`config.mk`:
```
export PLATFORM = sky130hd
export DESIGN_NAME = match_referee
export DESIGN_NICKNAME = d
export VERILOG_FILES = /design/src/rtl/match_referee.sv
export SDC_FILE = /design/constraint.sdc
export NUM_CORES = 1
export LEC_CHECK = 0
export ABC_AREA = 0
export BUFFER_PORTS_ARGS = -buffer_cell sky130_fd_sc_hd__clkbuf_2
export CORE_MARGIN = 2
export CORE_UTILIZATION = 33
export DETAILED_ROUTE_END_ITERATION = 7
export PLACE_DENSITY = 0.5
export SYNTH_ARGS = -nofsm -noshare
export SYNTH_HDL_FRONTEND = slang
export SYNTH_SLANG_ARGS = --single-unit
```
`constraint.sdc`:
```
create_clock -name clk -period 8.59 [get_ports clk]
set_clock_uncertainty 0.05 [all_clocks]
set_input_delay 0.859 -clock clk [delete_from_list [all_inputs] [get_ports clk]]
set_output_delay 0.859 -clock clk [all_outputs]
set_load 0.05 [all_outputs]
```
`src/rtl/match_referee.sv`:
```
// Match referee: observes the action pair and running scores fed to/produced by
// the free-running scorer, runs a fixed-length match and reports per-match results.
module match_referee #(
    parameter int NUM_ROUNDS = 10,
    parameter int RW         = 16
) (
    input  logic          clk,
    input  logic          reset,
    input  logic          start,
    input  logic          abort,
    input  logic          action_A,
    input  logic          action_B,
    input  logic [31:0]   score_A,
    input  logic [31:0]   score_B,
    output logic          busy,
    output logic          done,
    output logic [RW-1:0] round_idx,
    output logic [31:0]   match_A,
    output logic [31:0]   match_B,
    output logic [1:0]    winner,
    output logic [RW-1:0] coop_both,
    output logic [RW-1:0] defect_both,
    output logic [1:0]    first_defect,
    output logic          score_err
);

    localparam logic [1:0] S_IDLE   = 2'd0;
    localparam logic [1:0] S_PLAY   = 2'd1;
    localparam logic [1:0] S_SETTLE = 2'd2;

    localparam logic [RW-1:0] LAST_ROUND = RW'(NUM_ROUNDS);

    function automatic logic [31:0] payoff_a(input logic a, input logic b);
        case ({a, b})
            2'b00:   payoff_a = 32'd5;
            2'b01:   payoff_a = 32'd1;
            2'b10:   payoff_a = 32'd4;
            default: payoff_a = 32'd2;
        endcase
    endfunction

    function automatic logic [31:0] payoff_b(input logic a, input logic b);
        case ({a, b})
            2'b00:   payoff_b = 32'd5;
            2'b01:   payoff_b = 32'd4;
            2'b10:   payoff_b = 32'd1;
            default: payoff_b = 32'd2;
        endcase
    endfunction

    function automatic logic [1:0] pick_winner(input logic [31:0] pa, input logic [31:0] pb);
        if (pa > pb)
            pick_winner = 2'b01;
        else if (pb > pa)
            pick_winner = 2'b10;
        else
            pick_winner = 2'b00;
    endfunction

    logic [1:0]    state_q, state_d;
    logic [RW-1:0] round_q, round_d;
    logic [31:0]   tally_a_q, tally_a_d;
    logic [31:0]   tally_b_q, tally_b_d;
    logic [31:0]   base_a_q, base_a_d;
    logic [31:0]   base_b_q, base_b_d;
    logic [RW-1:0] coop_q, coop_d;
    logic [RW-1:0] defect_q, defect_d;
    logic [1:0]    first_q, first_d;
    logic          err_q, err_d;
    logic [31:0]   match_a_q, match_a_d;
    logic [31:0]   match_b_q, match_b_d;
    logic [1:0]    winner_q, winner_d;
    logic          done_q, done_d;

    logic [31:0] delta_a;
    logic [31:0] delta_b;
    logic        pair_coop;
    logic        pair_defect;

    // Modular subtraction makes a wrap of the scorer's totals invisible.
    assign delta_a     = score_A - base_a_q;
    assign delta_b     = score_B - base_b_q;
    assign pair_coop   = ~action_A & ~action_B;
    assign pair_defect =  action_A &  action_B;

    always_comb begin
        state_d   = state_q;
        round_d   = round_q;
        tally_a_d = tally_a_q;
        tally_b_d = tally_b_q;
        base_a_d  = base_a_q;
        base_b_d  = base_b_q;
        coop_d    = coop_q;
        defect_d  = defect_q;
        first_d   = first_q;
        err_d     = err_q;
        match_a_d = match_a_q;
        match_b_d = match_b_q;
        winner_d  = winner_q;
        done_d    = 1'b0;

        case (state_q)
            S_IDLE: begin
                round_d   = '0;
                tally_a_d = '0;
                tally_b_d = '0;
                coop_d    = '0;
                defect_d  = '0;
                first_d   = 2'b00;
                err_d     = 1'b0;
                if (start)
                    state_d = S_PLAY;
            end

            S_PLAY: begin
                if (abort) begin
                    state_d   = S_IDLE;
                    round_d   = '0;
                    tally_a_d = '0;
                    tally_b_d = '0;
                    coop_d    = '0;
                    defect_d  = '0;
                    first_d   = 2'b00;
                    err_d     = 1'b0;
                end else begin
                    // Scores seen on the first round edge exclude that round.
                    if (round_q == '0) begin
                        base_a_d = score_A;
                        base_b_d = score_B;
                    end
                    round_d   = round_q + 1'b1;
                    tally_a_d = tally_a_q + payoff_a(action_A, action_B);
                    tally_b_d = tally_b_q + payoff_b(action_A, action_B);
                    if (pair_coop)
                        coop_d = coop_q + 1'b1;
                    if (pair_defect)
                        defect_d = defect_q + 1'b1;
                    // Bit 0 flags A, bit 1 flags B.
                    if (first_q == 2'b00)
                        first_d = {action_B, action_A};
                    if (round_d == LAST_ROUND)
                        state_d = S_SETTLE;
                end
            end

            S_SETTLE: begin
                state_d = S_IDLE;
                if (abort) begin
                    round_d   = '0;
                    tally_a_d = '0;
                    tally_b_d = '0;
                    coop_d    = '0;
                    defect_d  = '0;
                    first_d   = 2'b00;
                    err_d     = 1'b0;
                end else begin
                    match_a_d = delta_a;
                    match_b_d = delta_b;
                    winner_d  = pick_winner(delta_a, delta_b);
                    err_d     = err_q | (delta_a != tally_a_q) | (delta_b != tally_b_q);
                    done_d    = 1'b1;
                end
            end

            default: state_d = S_IDLE;
        endcase
    end

    always_ff @(posedge clk or posedge reset) begin
        if (reset) begin
            state_q   <= S_IDLE;
            round_q   <= '0;
            tally_a_q <= '0;
            tally_b_q <= '0;
            base_a_q  <= '0;
            base_b_q  <= '0;
            coop_q    <= '0;
            defect_q  <= '0;
            first_q   <= 2'b00;
            err_q     <= 1'b0;
            match_a_q <= '0;
            match_b_q <= '0;
            winner_q  <= 2'b00;
            done_q    <= 1'b0;
        end else begin
            state_q   <= state_d;
            round_q   <= round_d;
            tally_a_q <= tally_a_d;
            tally_b_q <= tally_b_d;
            base_a_q  <= base_a_d;
            base_b_q  <= base_b_d;
            coop_q    <= coop_d;
            defect_q  <= defect_d;
            first_q   <= first_d;
            err_q     <= err_d;
            match_a_q <= match_a_d;
            match_b_q <= match_b_d;
            winner_q  <= winner_d;
            done_q    <= done_d;
        end
    end

    assign busy         = (state_q == S_PLAY) || (state_q == S_SETTLE);
    assign done         = done_q;
    assign round_idx    = round_q;
    assign match_A      = match_a_q;
    assign match_B      = match_b_q;
    assign winner       = winner_q;
    assign coop_both    = coop_q;
    assign defect_both  = defect_q;
    assign first_defect = first_q;
    assign score_err    = err_q;

endmodule

```
* After elaboration in Yosys (flattened, before gate mapping) *
Index checks and enable logic that the tools add are counted.

storage, ports and cells
  bits in registers = 248
  logic and storage cells = 93
  input port bits = 70

operators by class
  eq/ne operators = 14
  mux-type cells = 35
  $add $sub $neg = 7
  bitwise operators = 7
  reduce and logical (&&, ||, !) cells = 14
  magnitude comparators = 2

operator list
  cell                                            number
  two-way mux 32 bit                              7
  case mux 32 bit (3 select lines)                2
  case mux 16 bit (3 select lines)                3
  two-way mux 16 bit                              6
  adder 32 bit                                    2
  greater-than comparator 32 bit                  2
  inequality test 32 bit                          2
  subtractor 32 bit                               2
  adder 16 x 1 -> 16 bit, second input constant   3
  case mux 3 bit (3 select lines)                 2
  == test 16 x 4 -> 1 bit, second input constant  1
  zero test 16 bit                                1
  two-way mux 2 bit                               8
  inequality test 3 bit, second input constant    4
  AND reduction 3 bit                             4
  AND reduction 2 bit                             4
  zero test 2 bit                                 3
  inequality test 2 bit, second input constant    3
  case mux 2 bit (3 select lines)                 1
  == test 2 x 1 -> 1 bit, second input constant   2
  == test 2 bit, second input constant            2
  two-way mux 1 bit                               4
  case mux 2 bit (2 select lines)                 1
  NOT 1 bit                                       3
  5 further kinds                                 7

* Depth between registers and ports, before layout *
  word-level depth = 7
  mapped depth = 24

* Worst setup path after synthesis *
No wires, ideal clock.

  kind = input to register
  from = input score_B[0]
  to = register winner_q[1] (netlist: winner[1])
  slack = 4,164 ps
  arrival = 4,253 ps
  cell stages on the path = 22
  data required time = 8,417 ps
  path through = inv_1 ha_1 fa_1 nand2b_1 a21o_1 a21oi_1 a211oi_1 o31ai_1 xnor2_1 inv_1 ha_1 a21o_1 a21oi_1 nor2b_1 o21ai_0 nand2b_1 a21oi_1 nor2b_1 o21ai_0 o311ai_0 a21oi_1 nor2_1

on the way
  cells in the longest elaborated chain, start to end = 4
  elaborated cells between the ends (all ways) = 5
  those cells by class = add/sub (1); order compare (2); mux (2)

ends and longest elaborated chain
  item                            line  RTL
  from (decl)                     14    input logic [31:0] score_B,
  subtractor 32 bit *             82    assign delta_b = score_B - base_b_q;
  net delta_b[24]                 76    logic [31:0] delta_b;
  greater-than comparator 32 bit  54    else if (pb > pa)
  two-way mux 2 bit               54
  two-way mux 2 bit *             52    if (pa > pb)
  to (signal assigned)            198   winner_q <= winner_d;
  to (decl)                       72    logic [1:0] winner_q, winner_d;

The timed path passes the listed nets; every way through them passes the cells marked *.
A chain may end at the register's enable or synchronous reset.

* Worst setup path after layout *
  from = input score_A[4]
  to = register winner_q[1] (netlist: winner[1])

on the way
  cells in the longest elaborated chain, start to end = 4
  elaborated cells between the ends (all ways) = 5
  those cells by class = add/sub (1); order compare (2); mux (2)

ends and longest elaborated chain
  item                            line  RTL
  from (decl)                     13    input logic [31:0] score_A,
  subtractor 32 bit *             81    assign delta_a = score_A - base_a_q;
  greater-than comparator 32 bit  54
  two-way mux 2 bit               54
  two-way mux 2 bit *             52

Mark *: on every way between the ends. The rest lies on a longest branch, timed or not.

==> results.rst <==
.. list-table::
   :header-rows: 1

   * - Metric
     - Value
   * - Crit Path Category
     - in2reg
   * - Setup tns final
     - 0 ns
   * - Combinational Power Share
     - 61.5%
   * - Resized cells post-CTS
     - 0
   * - Clock tree from TritonCTS
     - yes
   * - Fraction of the mapped netlist area in simple logic gates
     - 21.5%
   * - Flop pwr share
     - a little under 20%
   * - Endpoint of the worst-slack reg-to-reg timing path
     - winner[1]
   * - Setup slack on the worst flop-to-flop path
     - between 3 and 4 ns
   * - Cell-internal power
     - 3.71 mW
   * - Global-route wire length before repair
     - roughly 94 mm
   * - Endpoints failing setup
     - 0
   * - Worst Path Buf+Inv
     - 1
   * - Violated checks
     - max-capacitance violations, max-slew violations
   * - Worst EP required
     - 9.01 ns
   * - Startpoint of the worst register-to-register path
     - base_a_q[4]
   * - Data arrival time of the critical path
     - 5.71 ns
   * - Share of flip-flops with an asynchronous set or reset
     - between 90% and 100%
   * - First-pass iteration count of the detailed router
     - 7
   * - Met1 routed wirelength after detailed routing
     - approximately 28 mm
   * - DIE AREA
     - about 0.055 mm2
   * - Gr ovfl total
     - 0
   * - Routed length on met3
     - between 3 and 4 mm
   * - DPL Wire Length
     - 47.8 mm
   * - Compound-cell area share of the yosys netlist
     - roughly 18%
   * - Largest family of logic cells by synthesized area
     - simple AND/OR/NAND/NOR gates
   * - Source-to-sink clock delay at the later pin of the worst-skew pair
     - about 0.61 ns
   * - Nature of the critical path endpoint
     - flip-flop
   * - Switching power of the nets
     - about 3.5 mW
   * - Worst-margin pin slew
     - between 1 and 1.5 ns
   * - Max Fanout on Critical Path
     - 7
   * - Fraction of final layout cells sized beyond drive strength 1
     - roughly an eighth
   * - Largest net degree at the start of global routing
     - 85
   * - Crit path max-delay family
     - compound AO/OA/AOI/OAI gates
   * - Peak supply drop
     - about 190 uV
   * - Area of combinational cells with multiple inputs
     - ~0.010 mm2
   * - Hold Crit Class
     - in2async
   * - Number of global-route vias before repair
     - approximately 15000
   * - Total routed wirelength
     - roughly 61 mm
   * - CP Launch Point
     - score_A[4]
   * - # clock sinks
     - between 200 and 250
   * - Most common library cell in the layout ignoring fill and taps
     - nand2_1
   * - Cell with the largest stage delay on the worst path
     - o21ai_0
   * - Uppermost layer routed
     - met4
   * - Status
     - finished, violations left
   * - CTS root buf
     - clkbuf_16
   * - Crit-path max cell delay
     - 0.51 ns
   * - Final ANT Viol Nets
     - 0
   * - Number of DRC markers in iteration 0
     - 1068
   * - Core outline area
     - ~0.052 mm2
   * - Rows
     - between 80 and 90
   * - Yosys cell types
     - between 80 and 90
   * - Number of input and output port buffers inserted
     - between 150 and 200
   * - Horizontal die dimension
     - 234 um
   * - Post-Synthesis Cell Area
     - 0.0174 mm2
   * - Leading cell types in the layout, fill and taps excluded
     - nand2_1 (323), dfrtp_1 (248), o21ai_0 (204)
   * - Clock group share of total power
     - about a fifth
   * - Post-detailed-route via-to-cell ratio
     - roughly 5.4
   * - Filler cell count in the final layout
     - about 5400
   * - Fmax achieved
     - approximately 190 MHz
   * - Post-CTS setup repair buffer count
     - 0
   * - Switching power as a share of total power
     - between 40% and 50%
   * - Average detailed-routed wire length per instance
     - around 21 um
   * - Synth-to-Final Area Change
     - 14.7%
   * - Net count of the finished layout
     - roughly 2400
   * - Initial core utilization
     - 33.2%
   * - Routed wire length on met2
     - ~28 mm
   * - Clock buffer count from CTS
     - 31
   * - Max capacitance violation total
     - 1
   * - Adder-Cell Fraction of Synth Area
     - 8.30%
   * - Worst slew margin
     - -0.927%
   * - Number of cells on the worst reg-to-reg path
     - 21
   * - Number of synthesis warnings
     - 0
   * - Synth Register Bits
     - about 250
   * - Register Area
     - slightly above 0.006 mm2
   * - Clock transition at the registers of the reported paths
     - 0.06 ns
   * - Via total after detailed routing
     - 15800
   * - Syn Inst Count
     - roughly 2100
   * - Floorplan die height
     - between 200 and 250 um
   * - Final number of max-transition violations
     - 1
   * - Startpoint class of the critical path
     - input pin
   * - Final estimated routing congestion in global placement
     - around 0.96
   * - Total GRT Usage
     - roughly 22%
   * - Number of enable-type register cells in the synthesized netlist
     - 0
   * - Mux share of post-synthesis cell area
     - less than 1%
   * - Post-route clock period utilization
     - just over 60%
   * - Post-Syn Nets
     - between 2000 and 2500
   * - Power per cell area
     - around 360 mW/mm2
   * - Hold Vio Cnt, Final
     - 0
   * - Cell chain of the critical path
     - clkbuf_2, ha_1, a21o_1, a31oi_1, a211oi_1, nor3_1, o21ai_0, a41oi_1, xor2_1, ha_1, a21o_1, a21oi_1, nor2b_1, o21ai_0, nand2b_1, a21oi_1, nor2b_1, o21ai_0, o311ai_0, a21oi_1, nor2_1
   * - Tightest hold margin
     - approximately 0.30 ns
   * - Parity-gate share of the synthesized area counting xor and xnor cells
     - approximately a tenth
   * - Initial antenna violation count
     - 1
   * - Hold Buf Count CTS
     - 0
   * - Avg Cell Area, Syn
     - a little over 8 um2
   * - I/O pin total
     - around 190
   * - Final routed DRC violation total
     - 0
   * - Setup repair after global routing missed its margin
     - false
   * - H-tree level count
     - 1
   * - Final worst path period need
     - around 5.3 ns
   * - Largest buffer count on any clock path
     - 3
   * - Leak Pwr
     - a little over 9 nW
   * - Seq/Total Area, Yosys
     - a little over a third
   * - Main flop type after synthesis
     - dfrtp_1
## how the worst max path moves through the flow
stage / end / slack, ns / cells after the start
after floorplan: base_a_q[0] / 0.87 / 1
after global placement: winner[1] / 2.93 / 19
after detailed placement: winner[1] / 2.87 / 21
after CTS: winner[1] / 3.45 / 21
after global routing: winner[1] / 3.07 / 21
final: winner[1] / 3.30 / 21
## per-layer routing
metal  GRT usage, %  vias to the layer above
li1               -                     7598
met1           31.3                     7693
met2           36.4                      410
met3           3.06                       76
met4           5.78                        0
met5              0                        -
## state kept, by name (all words and copies together), names as in the netlist, 32 cells and up
| name | flops |
|---|---|
| tally_b_q | 32 |
| base_b_q | 32 |
| tally_a_q | 32 |
| match_A | 32 |
| match_B | 32 |
| base_a_q | 32 |
## cells by family after synthesis
group,Yosys count
DFF,248
AOI/OAI and AO/OA,507
and+or+nand+nor,804
xor gates and xnor gates,177
adders and majority gates,113
muxes,16
buffers and inverters,230
## per-stage QoR
stage / util (%) / area, um2 / instances / setup slack, ns / power (mW)
2_1_floorplan: - / 17400 / 2095 / 0.866 / 4.41
3_5_place_dp: 36.1 / 18900 / 2874 / 2.87 / 5.78
5_1_grt: 38.1 / 20000 / 2932 / 3.07 / 7.72
6_report: 38.1 / 20000 / 2932 / 3.30 / 7.19
3_3_place_gp: 36.1 / 18900 / 2874 / 2.93 / 5.78
4_1_cts: 38.1 / 20000 / 2931 / 3.45 / 7.21
## cell type report
type / instances / area share, %
antenna: 1 / 0.0125
clock buffer: 46 / 4.57
clock inverter: 11 / 0.752
inverter: 118 / 2.26
multi-input combinational: 1617 / 51.7
sequential: 248 / 31.1
tap: 688 / 4.31
timing repair buffer: 203 / 5.28
## cells in the mapped netlist (15+ instances only)
master / count / area [um2]
nor2_1: 179 / 672
o21a_1: 18 / 135
nand2b_1: 16 / 100
o21ai_0: 204 / 1020
xor2_1: 79 / 692
nand2_1: 323 / 1210
nand3_1: 70 / 350
nor3_1: 27 / 135
and3_1: 26 / 163
dfrtp_1: 248 / 6210
xnor2_1: 81 / 709
nand4_1: 60 / 375
o31ai_1: 16 / 120
a21oi_1: 103 / 515
a21o_1: 26 / 195
nor2b_1: 15 / 93.8
clkbuf_1: 90 / 338
or3_1: 21 / 131
a31oi_1: 20 / 125
ha_1: 109 / 1360
inv_1: 118 / 443
## power by group through the flow
stage          combinational [mW]  sequential (mW)  clock [mW]
6_report                     4.42             1.39        1.38
5_1_grt                      4.84             1.41        1.46
4_1_cts                      4.39             1.40        1.42
3_5_place_dp                 4.37             1.42           0
3_3_place_gp                 4.37             1.41           0
2_1_floorplan                2.99             1.42           0
## worst reg2reg max path: stages, from the launching register on
cell,delay [ns]
dfrtp_1,0.32
inv_1,0.05
ha_1,0.37
a21o_1,0.28
a31oi_1,0.43
a211oi_1,0.21
nor3_1,0.46
o21ai_0,0.51
a41oi_1,0.50
xor2_1,0.28
ha_1,0.30
a21o_1,0.18
a21oi_1,0.14
nor2b_1,0.06
o21ai_0,0.15
nand2b_1,0.08
a21oi_1,0.14
nor2b_1,0.06
o21ai_0,0.12
o311ai_0,0.19
a21oi_1,0.21
nor2_1,0.07
Power figures use the tool's default switching activity.
